--- src/rtl/cm0_dap_cdc_req_ctrl.sv ---
// Four-phase request/acknowledge sequencer feeding a bank of CDC send registers.
// Two local requesters share the bank via round-robin arbitration.
module cm0_dap_cdc_req_ctrl #(
    parameter int DW = 32
) (
    input  logic          REGCLK,
    input  logic          REGRESETn,
    input  logic          REQ0,
    input  logic          REQ1,
    input  logic [DW-1:0] DATA0,
    input  logic [DW-1:0] DATA1,
    output logic          GNT0,
    output logic          GNT1,
    output logic          CDCDATAEN,
    output logic [DW-1:0] CDCDATA,
    output logic          CDCREQEN,
    output logic          CDCREQDI,
    input  logic          CDCACK,
    output logic          BUSY,
    output logic          DONE,
    output logic          SRCID
);

    typedef enum logic [2:0] {
        S_IDLE  = 3'd0,
        S_LOAD  = 3'd1,
        S_RISE  = 3'd2,
        S_WACKH = 3'd3,
        S_FALL  = 3'd4,
        S_WACKL = 3'd5
    } state_t;

    state_t        r_state;
    logic          r_last;
    logic          r_srcid;
    logic          r_gnt0;
    logic          r_gnt1;
    logic          r_dataen;
    logic [DW-1:0] r_data;
    logic          r_reqen;
    logic          r_reqdi;
    logic          r_busy;
    logic          r_done;

    logic          w_start;
    logic          w_winner;

    // A stale acknowledge still high from the previous handshake blocks a new start.
    assign w_start  = !CDCACK && (REQ0 || REQ1);
    assign w_winner = (REQ0 && REQ1) ? ~r_last : REQ1;

    always_ff @(posedge REGCLK or negedge REGRESETn) begin
        if (!REGRESETn) begin
            r_state  <= S_IDLE;
            r_last   <= 1'b1;
            r_srcid  <= 1'b0;
            r_gnt0   <= 1'b0;
            r_gnt1   <= 1'b0;
            r_dataen <= 1'b0;
            r_data   <= '0;
            r_reqen  <= 1'b0;
            r_reqdi  <= 1'b0;
            r_busy   <= 1'b0;
            r_done   <= 1'b0;
        end else begin
            r_gnt0   <= 1'b0;
            r_gnt1   <= 1'b0;
            r_dataen <= 1'b0;
            r_data   <= '0;
            r_reqen  <= 1'b0;
            r_reqdi  <= 1'b0;
            r_done   <= 1'b0;
            case (r_state)
                S_IDLE: begin
                    if (w_start) begin
                        r_state  <= S_LOAD;
                        r_srcid  <= w_winner;
                        r_last   <= w_winner;
                        r_dataen <= 1'b1;
                        r_data   <= w_winner ? DATA1 : DATA0;
                        r_gnt0   <= ~w_winner;
                        r_gnt1   <= w_winner;
                        r_busy   <= 1'b1;
                    end
                end
                // Data registers load one cycle before the request bit can move.
                S_LOAD: begin
                    r_state <= S_RISE;
                    r_reqen <= 1'b1;
                    r_reqdi <= 1'b1;
                end
                S_RISE: begin
                    r_state <= S_WACKH;
                end
                S_WACKH: begin
                    if (CDCACK) begin
                        r_state <= S_FALL;
                        r_reqen <= 1'b1;
                        r_reqdi <= 1'b0;
                    end
                end
                S_FALL: begin
                    r_state <= S_WACKL;
                end
                S_WACKL: begin
                    if (!CDCACK) begin
                        r_state <= S_IDLE;
                        r_done  <= 1'b1;
                        r_busy  <= 1'b0;
                    end
                end
                default: begin
                    r_state <= S_IDLE;
                    r_busy  <= 1'b0;
                end
            endcase
        end
    end

    assign GNT0      = r_gnt0;
    assign GNT1      = r_gnt1;
    assign CDCDATAEN = r_dataen;
    assign CDCDATA   = r_data;
    assign CDCREQEN  = r_reqen;
    assign CDCREQDI  = r_reqdi;
    assign BUSY      = r_busy;
    assign DONE      = r_done;
    assign SRCID     = r_srcid;

`ifdef ARM_ASSERT_ON
    a_inputs_known: assert property (@(posedge REGCLK) disable iff (!REGRESETn)
        !$isunknown({REQ0, REQ1, CDCACK}));
`endif

endmodule

--- config.mk ---
export PLATFORM = sky130hd
export DESIGN_NAME = cm0_dap_cdc_req_ctrl
export DESIGN_NICKNAME = d
export VERILOG_FILES = /design/src/rtl/cm0_dap_cdc_req_ctrl.sv
export SDC_FILE = /design/constraint.sdc
export NUM_CORES = 1
export LEC_CHECK = 0
export BUFFER_PORTS_ARGS = -buffer_cell sky130_fd_sc_hd__buf_4
export CORE_MARGIN = 1
export CORE_UTILIZATION = 44
export CTS_CLUSTER_SIZE = 12
export DETAILED_ROUTE_END_ITERATION = 10
export PLACE_DENSITY = 0.79
export SYNTH_ARGS = -nofsm -noshare
export SYNTH_HDL_FRONTEND = slang
export SYNTH_SLANG_ARGS = --single-unit
--- constraint.sdc ---
create_clock -name REGCLK -period 1.7 [get_ports REGCLK]
set_clock_uncertainty 0.1 [all_clocks]
set_input_delay 0.255 -clock REGCLK [delete_from_list [all_inputs] [get_ports REGCLK]]
set_output_delay 0.255 -clock REGCLK [all_outputs]
set_load 0.02 [all_outputs]
# Word level (Yosys, flattened, before mapping)
# Index checks and enable logic that the tools add are counted.
dict set report op_classes {
  eq_ne 8
  mux 22
  n_bitwise 3
  n_reduce_logical 9
}
# operator n
set ops {}
lappend ops {{$mux 32} 3}
lappend ops {{$pmux 3 s6} 1}
lappend ops {{$mux 1} 13}
lappend ops {{$mux 3} 3}
lappend ops {{$eq 3x2->1 const B} 2}
lappend ops {{$eq 3x3->1 const B} 2}
lappend ops {{$ne 2x2->1 const B} 3}
lappend ops {{$reduce_and 3->1} 2}
lappend ops {{$reduce_or 4->1} 1}
lappend ops {{$eq 3x1->1 const B} 1}
lappend ops {{$logic_not 3->1} 1}
lappend ops {{$not 1->1} 3}
lappend ops {{$pmux 1 s3} 1}
lappend ops {{$logic_and 1x1->1} 2}
lappend ops {{$pmux 1 s2} 1}
lappend ops {{$reduce_and 2->1} 1}
lappend ops {{$logic_not 1->1} 1}
lappend ops {{$logic_or 1x1->1} 1}
dict set report totals {
  register_bits 44
  inputBits 69
  out_inout_bits 40
  elab_cells 53
}

# Depth between registers and ports, before layout
dict set report depth {
  depth_word 5
  depth_mapped 5
  ltp_nobuf 3
}

# Worst setup path before layout
# No wires, ideal clock.
dict set report synth_path {
  path_kind {register -> register}
  startpoint {register r_state[0]}
  endpoint {register r_data[0] (netlist: CDCDATA[0])}
  setup_time_ns 0.073
  arrival_time_ns 1.356
  required_time_ns 1.527
  path_slack_ns 0.171
  stages_incl_launch_ff 6
  path_buffers 3
  period_less_slack_ns 1.529
  cell_sequence {dfrtp_1 -> buf_6 -> or4_4 -> buf_6 -> buf_12 -> a21oi_2}
}
dict set report synth_via {
  elab_chain_cells 2
}
# element line
set synth_lines {}
lappend synth_lines {{from (decl)} 33} ;# state_t r_state;
lappend synth_lines {{from (signal assigned)} 54} ;# r_state <= S_IDLE;
lappend synth_lines {{from (signal assigned)} 76} ;# r_state <= S_LOAD;
lappend synth_lines {{from (signal assigned)} 88} ;# r_state <= S_RISE;
lappend synth_lines {{$logic_not 3->1} 73} ;# case (r_state)
lappend synth_lines {{$mux 32} 73}
lappend synth_lines {{to (signal assigned)} 80} ;# r_data <= w_winner ? DATA1 : DATA0;
lappend synth_lines {{to (decl)} 39} ;# logic [DW-1:0] r_data;
# Every way passes these cells.
# A chain may end at the register's enable or synchronous reset.

# Final worst setup path
dict set report layout_path {
  startpoint {register r_last}
  endpoint {register r_data[4] (netlist: CDCDATA[4])}
}
dict set report layout_via {
  elab_chain_cells 5
}
# element line
set layout_lines {}
lappend layout_lines {{from (decl)} 34} ;# logic r_last;
lappend layout_lines {{from (signal assigned)} 78} ;# r_last <= w_winner;
lappend layout_lines {{$not 1->1} 50} ;# assign w_winner = (REQ0 && REQ1) ? ~r_last : REQ1;
lappend layout_lines {{$mux 1} 50}
lappend layout_lines {{$mux 32} 80}
lappend layout_lines {{$mux 32} 75} ;# if (w_start) begin
lappend layout_lines {{$mux 32} 73}
# Every way passes these cells.

==> metrics.cfg <==
[timing]
fin_ws_ps = 165
slew_viol_final = 0
tns_ps = 0
finalHoldViolCount = 0
maxSlewHeadroom_pct = 60.3
finalCriticalPeriod_ps = 1540
tightest_slew_ps = 596
fmax_ghz = 0.651
fin_crit_sh_pct = 90.3
report.final.setup_viol = 0
rsz0062_at_grt = no

[power_and_ir_drop]
ir_worst_vdd_mv = 0.764
combPwrFrac_pct = 38.5
swShare_pct = 34.0
power_mw = 3.41
p_per_area_mw_per_mm2 = 1160
p_seq_share_pct = 38.6
p_int_mw = 2.25
p_leak_nw = 1.48
power.switching_mw = 1.16
power_frac_clock_pct = 22.9

[setup_path]
crit_cells = 4
critPathLaunchType = register
cp_cell_sequence = a21boi_2, buf_4, nand2_1, a21oi_2
cp.required_ps = 1830
cp_max_fo = 25
worstPathArrival_ps = 1660
reg2reg_depth = 4
end_kind = register
crit_buf_inv = 1
critical_path_class = reg2reg
critPathMaxStageDelay_ps = 400
crit_family = compound AO/OA/AOI/OAI gates
critPathSlowestCell = dfstp_2

[route]
ant_nets = 0
via_per_inst = 5.03
drc = 0
drt_first_iter_violations = 88
vias = 1762
routedWlPerCell_um = 13.9
wl_mm = 4.87
drt_pass1_iterations = 4

[grt]
grt_start_max_net_pins = 45
first_global_vias = 1791
grt-ovfl-total = 0
grt_first_pass_wirelength_mm = 8.21
antenna_found_initial = 0
track_usage_pct = 21.4

[die]
pin_count = 109
fp-row-count = 24
dieArea_mm2 = 0.00480
die_y_um = 69.3
core_area_mm2 = 0.00435
start_util_pct = 45.8
die_w_um = 69.3

[logic_synthesis]
synth-seq-area-share_pct = 55.3
synth_area_per_cell_um2 = 10.5
syn-num-nets = 258
yosysWarnings = 0
netlist-cell-type-count = 30
netlist_area_mm2 = 0.00199
synth.ff_latch_count = 44
syn_inst = 189

[cells_and_area]
syn_to_final_growth_pct = 47.6
diodes = 0
drive_gt1_share_pct = 54.0
fillCellCount = 351
regArea_mm2 = 0.00110
fin_nets = 366
multi_input_area_um2 = 758

[clocking]
cts_setup_buffers = 0
cts_buffers = 5
clk_pin_slew_ps = 80
clk_latency_ps = 300
cts_num_sinks = 44
tritoncts = built
cts_buffer_depth = 2
ctsHtreeMaxLevel = 2
root_buffer = clkbuf_8

[place]
io_buffers = 108
hpwl_mm = 3.58
dp_slack_ps = 154
place_congestion = 0.772

[min_path]
hold_path.class = in2reg
holdPathStages = 2

[outcome]
status = finished clean

[flow_run]
drv_cap = 0

## layout make-up
| cell class | instances | area share (%) |
|---|---|---|
| Clock buffer | 6 | 2.47 |
| Clock inverter | 2 | 1.19 |
| Inverter | 2 | 0.255 |
| Multi-Input combinational cell | 126 | 25.8 |
| Sequential cell | 44 | 37.5 |
| Tap cell | 52 | 2.21 |
| Timing Repair Buffer | 118 | 30.6 |
## power groups by stage
| stage | Sequential [mW] | Clock (mW) | Combinational, mW |
|---|---|---|---|
| after global routing | 1.34 | 0.845 | 1.43 |
| after global placement | 1.33 | 0 | 1.30 |
| after detailed placement | 1.34 | 0 | 1.33 |
| after floorplan | 1.52 | 0 | 0.672 |
| final | 1.32 | 0.781 | 1.31 |
| after CTS | 1.32 | 0.802 | 1.33 |
## logic make-up (layout without fill, tap and decap cells)
family / after synthesis / after routing / synth area share [%]
AOI/OAI and AO/OA: 47 / 47 / 18.7
buffers and inverters: 19 / 128 / 6.84
DFF: 44 / 44 / 55.3
and+or+nand+nor: 79 / 79 / 19.1
## layout by cell type (no fill, tap or decap)
cell type,netlist,layout
a21bo_2,1,1
dlygate4sd3_1,0,1
bufinv_16,0,1
or2b_1,2,2
dfstp_2,1,1
buf_12,3,1
a21boi_2,0,1
o21bai_1,2,2
clkbuf_8,0,5
nand2b_1,1,1
nor2_4,1,1
or3_1,1,1
nor2_1,3,3
buf_4,0,116
a22o_1,1,1
a21oi_1,6,6
a31oi_1,2,2
or2_2,1,1
nand2_1,34,34
nor4_2,1,1
nand3b_1,1,1
or4_4,1,1
nand3_1,32,32
clkbuf_1,7,1
nor2b_1,1,1
o21ai_0,2,2
a221oi_1,1,1
clkinv_2,0,1
a21oi_2,30,30
a21o_1,1,1
inv_1,2,2
dfrtp_1,43,43
## sequential cells by signal (all words and copies together) (netlist names)
register and cells:
r_last 1, BUSY 1, CDCREQDI 1, GNT1 1, GNT0 1, CDCREQEN 1, CDCDATAEN 1, DONE 1
r_state 3, SRCID 1, CDCDATA 32
## layer usage
metal,share of wire [%],vias up,global-route usage (%)
li1,-,858,-
met1,41,826,27.3
met2,50,74,35.6
met3,8.4,4,7.56
met4,0.66,0,3.40
met5,0,-,0
## cells in the mapped netlist (all sizes together)
| library cell | n | share of area [%] |
|---|---|---|
| o21bai | 2 | 0.75 |
| a221oi | 1 | 0.44 |
| clkbuf | 7 | 1.3 |
| nor2 | 4 | 1.1 |
| a21boi | 1 | 0.38 |
| or3 | 1 | 0.31 |
| or4 | 1 | 0.56 |
| a21o | 1 | 0.38 |
| a21bo | 1 | 0.50 |
| or2b | 2 | 0.75 |
| a21oi | 36 | 15 |
| nand2 | 34 | 6.4 |
| buf | 10 | 5.1 |
| inv | 2 | 0.38 |
| a22o | 1 | 0.44 |
| o21ai | 2 | 0.50 |
| nand3 | 32 | 8.0 |
| nand3b | 1 | 0.38 |
| or2 | 1 | 0.31 |
| dfrtp | 43 | 54 |
| dfstp | 1 | 1.3 |
| a31oi | 2 | 0.63 |
| nor2b | 1 | 0.31 |
| nor4 | 1 | 0.63 |
| nand2b | 1 | 0.31 |
## what timing repair did
item | 4_1_cts | 5_1_grt
resized for setup | 0 | 0
endpoints found under the hold margin | 43 | 0
hold buffers | 1 | 0
## metrics by stage
stage | instances | area [um2] | hold slack [ps] | utilization, %
6_report | 350 | 2940 | 41.7 | 67.6
2_1_floorplan | 189 | 1990 | -141 | -
3_3_place_gp | 341 | 2820 | 174 | 64.9
5_1_grt | 350 | 2940 | 40.9 | 67.6
3_5_place_dp | 341 | 2820 | 180 | 64.9
4_1_cts | 350 | 2940 | 32.6 | 67.6
## worst paths after layout
kind | startpoint | slack [ps] | end
worst max-delay path | r_last$_DFFE_PN1P_ | 160 | CDCDATA[4]$_DFF_PN0_
worst min-delay path | REQ0 | 40 | r_last$_DFFE_PN1P_
worst max register to register | r_last$_DFFE_PN1P_ | 160 | CDCDATA[4]$_DFF_PN0_
worst min register to register | SRCID$_DFFE_PN0P_ | 390 | SRCID$_DFFE_PN0P_
max in group asynchronous | REGRESETn | 740 | r_last$_DFFE_PN1P_
min in group asynchronous | REGRESETn | 390 | CDCDATA[19]$_DFF_PN0_
Power figures use the tool's default switching activity.
